### src/rtl/shift_seq_ctrl_if.sv
// Serial self-check bus between shift_seq_ctrl and whoever drives/observes it.
// The master side supplies START/PATTERN and the datapath Q; the slave side is the sequencer.
interface shift_seq_ctrl_if #(
  parameter int WIDTH = 8
);
  logic             START;
  logic [WIDTH-1:0] PATTERN;
  logic             D;
  logic             Q;
  logic             BUSY;
  logic             DONE;
  logic [WIDTH-1:0] RESULT;
  logic             MATCH;

  modport master (
    output START, PATTERN, Q,
    input  D, BUSY, DONE, RESULT, MATCH
  );

  modport slave (
    input  START, PATTERN, Q,
    output D, BUSY, DONE, RESULT, MATCH
  );
endinterface

### src/rtl/shift_seq_ctrl.sv
// Drives a latched pattern MSB-first onto a fixed-latency serial datapath,
// recaptures it after DEPTH edges and reports the word and a compare result.
module shift_seq_ctrl #(
  parameter int WIDTH = 8,
  parameter int DEPTH = 2
) (
  input  logic              CK,
  input  logic              RST,
  shift_seq_ctrl_if.slave   bus
);

  localparam int CW = $clog2(WIDTH + DEPTH + 1);
  localparam logic [CW-1:0] LAST_SHIFT = CW'(WIDTH - 1);
  localparam logic [CW-1:0] FIRST_CAP  = CW'(DEPTH);
  localparam logic [CW-1:0] LAST_CAP   = CW'(WIDTH + DEPTH - 1);

  typedef enum logic [1:0] {
    S_IDLE  = 2'd0,
    S_SHIFT = 2'd1,
    S_FLUSH = 2'd2
  } state_t;

  state_t           r_state;
  state_t           w_next;
  logic [CW-1:0]    r_cnt;
  logic [WIDTH-1:0] r_pat;
  logic [WIDTH-1:0] r_sh;
  logic [WIDTH-1:0] r_result;
  logic             r_done;
  logic             r_match;

  logic             w_accept;
  logic             w_capture;
  logic             w_last;
  logic [WIDTH-1:0] w_cap_word;

  assign w_accept   = (r_state == S_IDLE) && bus.START;
  assign w_capture  = (r_state != S_IDLE) && (r_cnt >= FIRST_CAP);
  assign w_last     = (r_state == S_FLUSH) && (r_cnt == LAST_CAP);
  assign w_cap_word = {r_result[WIDTH-2:0], bus.Q};

  always_ff @(posedge CK or posedge RST) begin
    if (RST) r_state <= S_IDLE;
    else     r_state <= w_next;
  end

  always_comb begin
    w_next = r_state;
    case (r_state)
      S_IDLE:  if (bus.START)          w_next = S_SHIFT;
      S_SHIFT: if (r_cnt == LAST_SHIFT) w_next = S_FLUSH;
      S_FLUSH: if (r_cnt == LAST_CAP)   w_next = S_IDLE;
      default:                          w_next = S_IDLE;
    endcase
  end

  // r_sh empties to zero as it shifts, so D is 0 through FLUSH and IDLE.
  always_ff @(posedge CK or posedge RST) begin
    if (RST) begin
      r_cnt    <= '0;
      r_pat    <= '0;
      r_sh     <= '0;
      r_result <= '0;
      r_done   <= 1'b0;
      r_match  <= 1'b0;
    end else begin
      r_done <= 1'b0;
      if (w_accept) begin
        r_pat    <= bus.PATTERN;
        r_sh     <= bus.PATTERN;
        r_cnt    <= '0;
        r_result <= '0;
        r_match  <= 1'b0;
      end else if (r_state != S_IDLE) begin
        r_sh  <= {r_sh[WIDTH-2:0], 1'b0};
        r_cnt <= r_cnt + 1'b1;
        if (w_capture) r_result <= w_cap_word;
        if (w_last) begin
          r_done  <= 1'b1;
          r_match <= (w_cap_word == r_pat);
        end
      end
    end
  end

  assign bus.D      = r_sh[WIDTH-1];
  assign bus.BUSY   = (r_state != S_IDLE);
  assign bus.DONE   = r_done;
  assign bus.RESULT = r_result;
  assign bus.MATCH  = r_match;

endmodule

### src/flat_wrapper.sv
// flat-port wrapper written by rule: the top's interface ports become plain ports
module shift_seq_ctrl_flat 
#(
  parameter int WIDTH = 8,
  parameter int DEPTH = 2
)
  (CK, RST, bus_START, bus_PATTERN, bus_Q, bus_D, bus_BUSY, bus_DONE, bus_RESULT, bus_MATCH);
  shift_seq_ctrl_if #(.WIDTH(WIDTH)) bus_i ();
  input  logic CK;
  input  logic RST;
  input wire logic [$bits(bus_i.START)-1:0] bus_START;
  input wire logic [$bits(bus_i.PATTERN)-1:0] bus_PATTERN;
  input wire logic [$bits(bus_i.Q)-1:0] bus_Q;
  output wire logic [$bits(bus_i.D)-1:0] bus_D;
  output wire logic [$bits(bus_i.BUSY)-1:0] bus_BUSY;
  output wire logic [$bits(bus_i.DONE)-1:0] bus_DONE;
  output wire logic [$bits(bus_i.RESULT)-1:0] bus_RESULT;
  output wire logic [$bits(bus_i.MATCH)-1:0] bus_MATCH;
  assign bus_i.START = bus_START;
  assign bus_i.PATTERN = bus_PATTERN;
  assign bus_i.Q = bus_Q;
  assign bus_D = bus_i.D;
  assign bus_BUSY = bus_i.BUSY;
  assign bus_DONE = bus_i.DONE;
  assign bus_RESULT = bus_i.RESULT;
  assign bus_MATCH = bus_i.MATCH;
  shift_seq_ctrl #(.WIDTH(WIDTH), .DEPTH(DEPTH)) u_core (.CK(CK), .RST(RST), .bus(bus_i));
endmodule
### config.mk
export PLATFORM = sky130hd
export DESIGN_NAME = shift_seq_ctrl_flat
export DESIGN_NICKNAME = d
export VERILOG_FILES = /design/src/rtl/shift_seq_ctrl_if.sv /design/src/rtl/shift_seq_ctrl.sv /design/src/flat_wrapper.sv
export SDC_FILE = /design/constraint.sdc
export NUM_CORES = 1
export LEC_CHECK = 0
export ABC_AREA = 1
export BUFFER_PORTS_ARGS = -buffer_cell sky130_fd_sc_hd__clkbuf_2
export CORE_ASPECT_RATIO = 0.5
export CORE_MARGIN = 1
export CORE_UTILIZATION = 49
export DETAILED_ROUTE_END_ITERATION = 10
export PLACE_DENSITY = 0.73
export SLEW_MARGIN = 20
export SYNTH_ARGS = -nofsm -noshare
export SYNTH_HDL_FRONTEND = slang
export SYNTH_SLANG_ARGS = --single-unit
### constraint.sdc
create_clock -name CK -period 1.3 [get_ports CK]
set_clock_uncertainty 0.2 [all_clocks]
set_input_delay 0.195 -clock CK [delete_from_list [all_inputs] [get_ports CK]]
set_output_delay 0.195 -clock CK [all_outputs]
set_load 0.05 [all_outputs]
; Yosys cells after proc, flatten, opt, wreduce, memory -nomap -nowiden
; Index checks and enable logic that the tools add are counted.
[totals]
regBits = 32
in_bits = 12
output_inout_bits = 12
wordCells = 45
[op_classes]
n_addsub = 1
magnitude_cmp = 1
n_eq_ne = 8
muxes = 17
n_reduce_logical = 11
[ops]
columns = op, count
row1 = $mux W8, 5
row2 = $eq A8 B8 Y1, 1
row3 = $mux W4, 2
row4 = $reduce_bool A2 Y1, 4
row5 = $mux W1, 6
row6 = $mux W2, 3
row7 = $pmux W2 S3, 1
row8 = $add A4 B1 Y4 const B, 1
row9 = $eq A4 B3 Y1 const B, 1
row10 = $eq A4 B4 Y1 const B, 1
row11 = $ge A4 B2 Y1 const B, 1
row12 = $ne A2 B2 Y1 const B, 2
row13 = $reduce_and A2 Y1, 2
row14 = $logic_and A1 B1 Y1, 3
row15 = $reduce_and A3 Y1, 1
row16 = $eq A2 B1 Y1 const B, 1
row17 = $eq A2 B2 Y1 const B, 1
row18 = $logic_not A2 Y1, 1
row19 = $ne A2 B1 Y1 const B, 1

; Longest topological paths before layout
; Gate-level depths: netlist of the first run.
[depth]
depth_word = 5
depth_mapped = 8
ltp_nobuf = 8

; Least setup slack after synthesis of the first run
; Ideal clock, no wire load.
[synth_timing]
path_type = flip-flop to flip-flop
startpoint = reg u_core.r_cnt[0]
endpoint = reg u_core.r_result[0], in the netlist u_core.bus.RESULT[0]
setup_ns = 0.120
arrival_time_ns = 1.112
required_time_ns = 0.980
setup_slack_ns = -0.131
stages_incl_launch_ff = 9
n_path_buf = 0
synth_period_minus_slack_ns = 1.431
path_cell_list = dfrtp_1 inv_1 ha_1 inv_1 nand3_1 nand2_2 nand2_2 nor2_1 nor2_1
[synth_via]
elab_chain_cells = 4
[synth_lines]
columns = item, line
row1 = start: declaration, shift_seq_ctrl.sv:25  ; logic [CW-1:0] r_cnt;
row2 = start signal: assignment, shift_seq_ctrl.sv:76  ; r_cnt <= r_cnt + 1'b1;
row3 = $ge A4 B2 Y1, shift_seq_ctrl.sv:38  ; assign w_capture = (r_state != S_IDLE) && (r_cnt >= FIRST_CAP);
row4 = $logic_and A1 B1 Y1, shift_seq_ctrl.sv:38
row5 = $reduce_bool A2 Y1 (no source line), --
row6 = $reduce_and A2 Y1 (no source line), --
row7 = end signal: assignment, shift_seq_ctrl.sv:77  ; if (w_capture) r_result <= w_cap_word;
row8 = end: declaration, shift_seq_ctrl.sv:28  ; logic [WIDTH-1:0] r_result;
; No other way between the ends.
; A chain may end at the register's enable or synchronous reset.

; Worst setup path in the final report of the first run
[layout_timing]
startpoint = reg u_core.r_state[0]
endpoint = reg u_core.r_cnt[3]
[layout_via]
elab_chain_cells = 3
word_cells_on_any_way = 5
cone_classes = 1 x mux / 4 x reduce/logical
[layout_lines]
columns = item, line
row1 = start: declaration, shift_seq_ctrl.sv:23  ; state_t r_state;
row2 = start signal: assignment, shift_seq_ctrl.sv:44  ; else r_state <= w_next;
row3 = $logic_not A2 Y1, shift_seq_ctrl.sv:37  ; assign w_accept = (r_state == S_IDLE) && bus.START;
row4 = $logic_and A1 B1 Y1, shift_seq_ctrl.sv:37
row5 = $mux W4 / $reduce_bool A2 Y1 (equally long branches), --
; Parallel ways exist; a longest one is shown, timed or not.

==> results_dict.tcl, run 1 <==
set metrics [dict create \
    grt_max_degree 33 \
    drive_above_1_share_pct 55.1 \
    violations "negative setup slack" \
    leakagePower_nw 1.22 \
    cts_tree "yes" \
    critPathCaptureType "flop" \
    status "finished, violations left" \
    drc 0 \
    post-route-util_pct 91.4 \
    rows 13 \
    dr.pass1.iters 4 \
    path_class "reg2reg" \
    die_y_um 41.0 \
    synth_warnings 0 \
    avgRoutedWirePerCell_um 20.2 \
    root_buffer "clkbuf_8" \
    finalNetCount 248 \
    swShare_pct 46.2 \
    rsz0062_at_grt "true" \
    fin_crit_ps 1530 \
    die_w_um 80.1 \
    final_common_cell "nand2_1" \
    post_dp_cell_area_mm2 0.00181 \
    vias 1601 \
    setup_viol 34 \
    die_area_mm2 0.00328 \
    comb_power_share_pct 58.8 \
    arrival_ps 1530 \
    final_cell_mix "nand2_1 (29), dfrtp_1 (25), buf_4 (21)" \
    path_cells "nor2_4 > inv_4 > buf_4 > buf_6 > nand4_1 > nand3_1 > o21ai_1" \
    multi_input_area_um2 851 \
    postRouteAntennaNets 0 \
    fmax_mhz 652 \
    p_sw_mw 3.17 \
    setup_tns_ps -3960 \
    final_area_mm2 0.00250 \
    clkSinkCount 32 \
    grt_util_all_layers_pct 29.3 \
    dp_slack_ps -152 \
    io_pins 24 \
    drt_wl_total_um 5470 \
    maxCapViolCount 0 \
    slew_viol_final 0 \
    htreeDepth 2 \
    vdd_drop_max_v 0.00175 \
    numCtsBuffers 5 \
    dp_hpwl_um 2300 \
    hold_viol 0 \
    grt_pass1_vias 1385 \
    maxSlewHeadroom_pct 84.0 \
    pwr-share-seq_pct 27.0 \
    grt_pass1_wl_um 6580 \
    worstPathRequired_ps 1290 \
    syn_avg_cell_area_um2 8.89 \
    worst_pin_slew_ps 240 \
    start_kind "flop" \
    synth_seq_area_share_pct 53.6 \
    slowest_delay_ps 410 \
    synth_nets 183 \
    gp_congestion 0.794 \
    core_area_mm2 0.00273 \
    antenna_found_initial 0 \
    syn_inst 168 \
    clk_pin_slew_ps 70 \
    synth-seq-cells 32 \
    drtIter0Drc 202 \
    io_buffers 23 \
    syn_to_final_growth_pct 67.3 \
    overflow 0 \
    viasPerCell 5.91 \
    antenna_cells 0 \
    start_util_pct 54.6 \
    syn_area_mm2 0.00149 \
    p_clk_share_pct 14.2 \
    final.fill_count 85 \
    ctsLongestPathBuffers 2 \
    hp-class "in2reg" \
    slowest_stage "dfrtp_1" \
    p_int_mw 3.70 \
    powerDensity_mw_per_mm2 2750 \
    synth_cell_types 23 \
    finalCritPeriodShare_pct 118 \
    power_mw 6.87 \
    setup_slack_ps -233 \
    register_area_um2 810 \
    cp_max_fo 5 \
    clk_latency_ps 290 \
]
==> Yosys cell counts, drive strengths merged <==
| cell | instances | share of area, % |
|---|---|---|
| o31ai | 1 | 0.50 |
| nand3 | 7 | 2.3 |
| inv | 24 | 6.2 |
| nor2 | 17 | 5.9 |
| o22ai | 5 | 2.1 |
| nand4 | 1 | 0.42 |
| a211oi | 1 | 0.50 |
| a21oi | 14 | 5.4 |
| dfrtp | 32 | 54 |
| xnor2 | 2 | 1.2 |
| nand2 | 44 | 12 |
| o21ai | 12 | 4.0 |
| ha | 3 | 2.5 |
| xor2 | 2 | 1.2 |
| buf | 3 | 2.0 |
==> power groups by stage <==
stage	logic, mW	clock network [mW]	registers [mW]
after floorplan	1.40	0	2.06
after global placement	2.31	0	1.73
after detailed placement	2.38	0	1.74
after CTS	3.21	0.949	1.73
after global routing	4.22	1.01	1.88
final	4.04	0.972	1.85
==> worst paths after layout <==
check | end | from | slack, ps | depth (start not counted)
max in group asynchronous | u_core.r_cnt[2] | RST | 400 | 4
min | u_core.bus.RESULT[0] | bus_Q | 110 | 3
max reg2reg | u_core.r_cnt[3] | u_core.r_state[0] | -230 | 7
min reg2reg | u_core.r_pat[1] | u_core.r_pat[1] | 350 | 2
max | u_core.r_cnt[3] | u_core.r_state[0] | -230 | 7
min in group asynchronous | u_core.r_pat[5] | RST | 330 | 4
==> critical path, delay by kind of cell (launching register included) <==
family          cells  cell delay [ps]
buf+inv             3              350
simple gates        3              350
flops               1              410
compound gates      1              130
==> sequential cells by signal, indices dropped and copies added (netlist names) <==
name	flops
u_core.r_state	2
u_core.bus.MATCH	1
u_core.bus.RESULT	8
u_core.bus.DONE	1
u_core.r_sh	8
u_core.r_pat	8
u_core.r_cnt	4
==> stage by stage <==
stage | hold slack (ps) | instances
2_1_floorplan | 111 | 168
3_3_place_gp | 27.5 | 243
3_5_place_dp | 31.1 | 243
4_1_cts | 19.8 | 268
5_1_grt | 94.1 | 271
6_report | 107 | 271
==> layout make-up <==
class	count	area share (%)
multi-input combinational	109	34.1
sequential	32	32.4
timing repair buffer	61	22.9
inverter	24	4.41
clock buffer	6	2.91
tap	37	1.85
clock inverter	2	1.40
==> kinds of logic (layout without fill, tap and decap cells) <==
| kind of cell | Yosys count | in the layout | synth area share, % |
|---|---|---|---|
| compound gates | 33 | 33 | 12.6 |
| xor+xnor | 4 | 4 | 2.35 |
| fa+ha+maj | 3 | 3 | 2.51 |
| buf+inv | 27 | 93 | 8.21 |
| flops | 32 | 32 | 53.6 |
| simple gates | 69 | 69 | 20.7 |
==> per-layer routing <==
layer	up-vias	routed length [um]	global-route usage, %
met5	-	0	0
met4	0	340	19.6
met3	40	459	8.44
met2	117	2520	51.3
met1	782	2160	33.5
li1	662	-	-
==> what timing repair did <==
| action | 4_1_cts | 5_1_grt |
|---|---|---|
| hold buffers | 9 | 0 |
| setup buffers | 8 | 3 |
| endpoints found under the setup margin | 40 | 41 |
| hold endpoints to repair | 48 | 0 |
| pin swaps | 13 | 16 |
| gates resized for setup | 67 | 46 |
| gates cloned | 0 | 0 |
Power figures use the tool's default switching activity.
==> run 2: changes to the inputs <==
RECOVER_POWER = 100   (was unset)
==> results_dict.tcl, run 2 (synthesis gave the netlist of run 1 again) <==
set metrics [dict create \
    clkSinkCount 32 \
    final_common_cell "nand2_1" \
    powerDensity_mw_per_mm2 2760 \
    hold_viol 0 \
    start_util_pct 54.6 \
    drc 0 \
    endpoint "u_core.r_cnt[3]" \
    dp_hpwl_um 2300 \
    syn_to_final_growth_pct 65.5 \
    viasPerCell 5.87 \
    vias 1591 \
    start_kind "flop" \
    finalCritPeriodShare_pct 119 \
    cts_tree "yes" \
    maxCapViolCount 0 \
    dr.pass1.iters 4 \
    grt_util_all_layers_pct 29.3 \
    core_area_mm2 0.00273 \
    antenna_found_initial 0 \
    worstPathRequired_ps 1290 \
    violations "negative setup slack" \
    drive_above_1_share_pct 55.1 \
    io_pins 24 \
    clk_latency_ps 290 \
    crit_start "u_core.r_state[0]" \
    cp_max_fo 5 \
    hp-class "in2reg" \
    grt_pass1_wl_um 6580 \
    die_w_um 80.1 \
    root_buffer "clkbuf_8" \
    antenna_cells 0 \
    critPathCaptureType "flop" \
    overflow 0 \
    worstReg2RegStart "u_core.r_state[0]" \
    status "finished, violations left" \
    gp_congestion 0.794 \
    dp_slack_ps -152 \
    arrival_ps 1540 \
    ctsLongestPathBuffers 2 \
    fmax_mhz 645 \
    die_y_um 41.0 \
    finalNetCount 248 \
    htreeDepth 2 \
    avgRoutedWirePerCell_um 20.1 \
    rsz0062_at_grt "true" \
    drt_wl_total_um 5450 \
    clk_pin_slew_ps 70 \
    grt_pass1_vias 1385 \
    rows 13 \
    setup_viol 34 \
    drtIter0Drc 217 \
    vdd_drop_max_v 0.00170 \
    reg2reg_slack_ps -250 \
    worst_pin_slew_ps 442 \
    power_mw 6.83 \
    path_class "reg2reg" \
    io_buffers 23 \
    maxSlewHeadroom_pct 70.6 \
    fin_crit_ps 1550 \
    slew_viol_final 0 \
    post-route-util_pct 90.4 \
    final_cell_mix "nand2_1 (29), dfrtp_1 (25), buf_4 (22)" \
    grt_max_degree 33 \
    r2r-end "u_core.r_cnt[3]" \
    r2r_cells 7 \
    numCtsBuffers 5 \
    postRouteAntennaNets 0 \
    placed_cells 243 \
    final_cells 271 \
    die_area_mm2 0.00328 \
    setup_slack_ps -249 \
    leakagePower_nw 1.21 \
]
run 2: cell counts in the layout (fill, tap and decap cells not counted):
No cell type changed its count.
run 2: routing by layer:
layer	global-route usage [%]	share of wire, %	vias up
met4	19.6	5.9	0
li1	-	-	661
met3	8.44	8.1	37
met1	33.5	40	792
met5	0	0	-
met2	51.3	46	101
run 2: how the worst min path moves through the flow:
stage	start	slack (ps)	end	cells past startpoint
floorplan	RST	110	u_core.bus.DONE	1
global placement	RST	30	u_core.bus.DONE	3
detailed placement	RST	30	u_core.bus.MATCH	3
CTS	bus_Q	20	u_core.bus.RESULT[0]	3
global route	bus_Q	90	u_core.bus.RESULT[0]	3
finish	bus_Q	110	u_core.bus.RESULT[0]	3
run 2: critical path: stages (launching register included):
cell     delay (ps)
dfrtp_1         410
nor2_4          160
inv_4            90
buf_4           140
buf_6           120
nand4_1         100
nand3_1         100
o21ai_1         130
run 2: stage by stage:
stage / hold WS (ps) / instance area, um^2 / TNS [ps]
floorplan: 111 / 1540 / -844
global placement: 27.5 / 1810 / -1170
detailed placement: 31.1 / 1810 / -2110
CTS: 19.8 / 2330 / -1710
global route: 94.1 / 2470 / -5500
finish: 109 / 2470 / -3940
run 2: power breakdown:
group          switching (mW)  internal, mW
sequential              0.430          1.42
clock                   0.399         0.569
combinational            2.33          1.68
run 2: timing repair:
action	CTS	global route
hold endpoints to repair	48	0
resized for setup	67	46
hold buffers	9	0
pin swaps	13	16
setup buffers	8	3
endpoints found under the setup margin	40	41
cloned	0	0
run 2: area by class of cell:
type,count,area [um^2]
Clock buffer,6,72.6
Clock inverter,2,35.0
Fill cell,93,262
Inverter,24,110
Multi-Input combinational cell,109,851
Sequential cell,32,810
Tap cell,37,46.3
Timing Repair Buffer,61,547
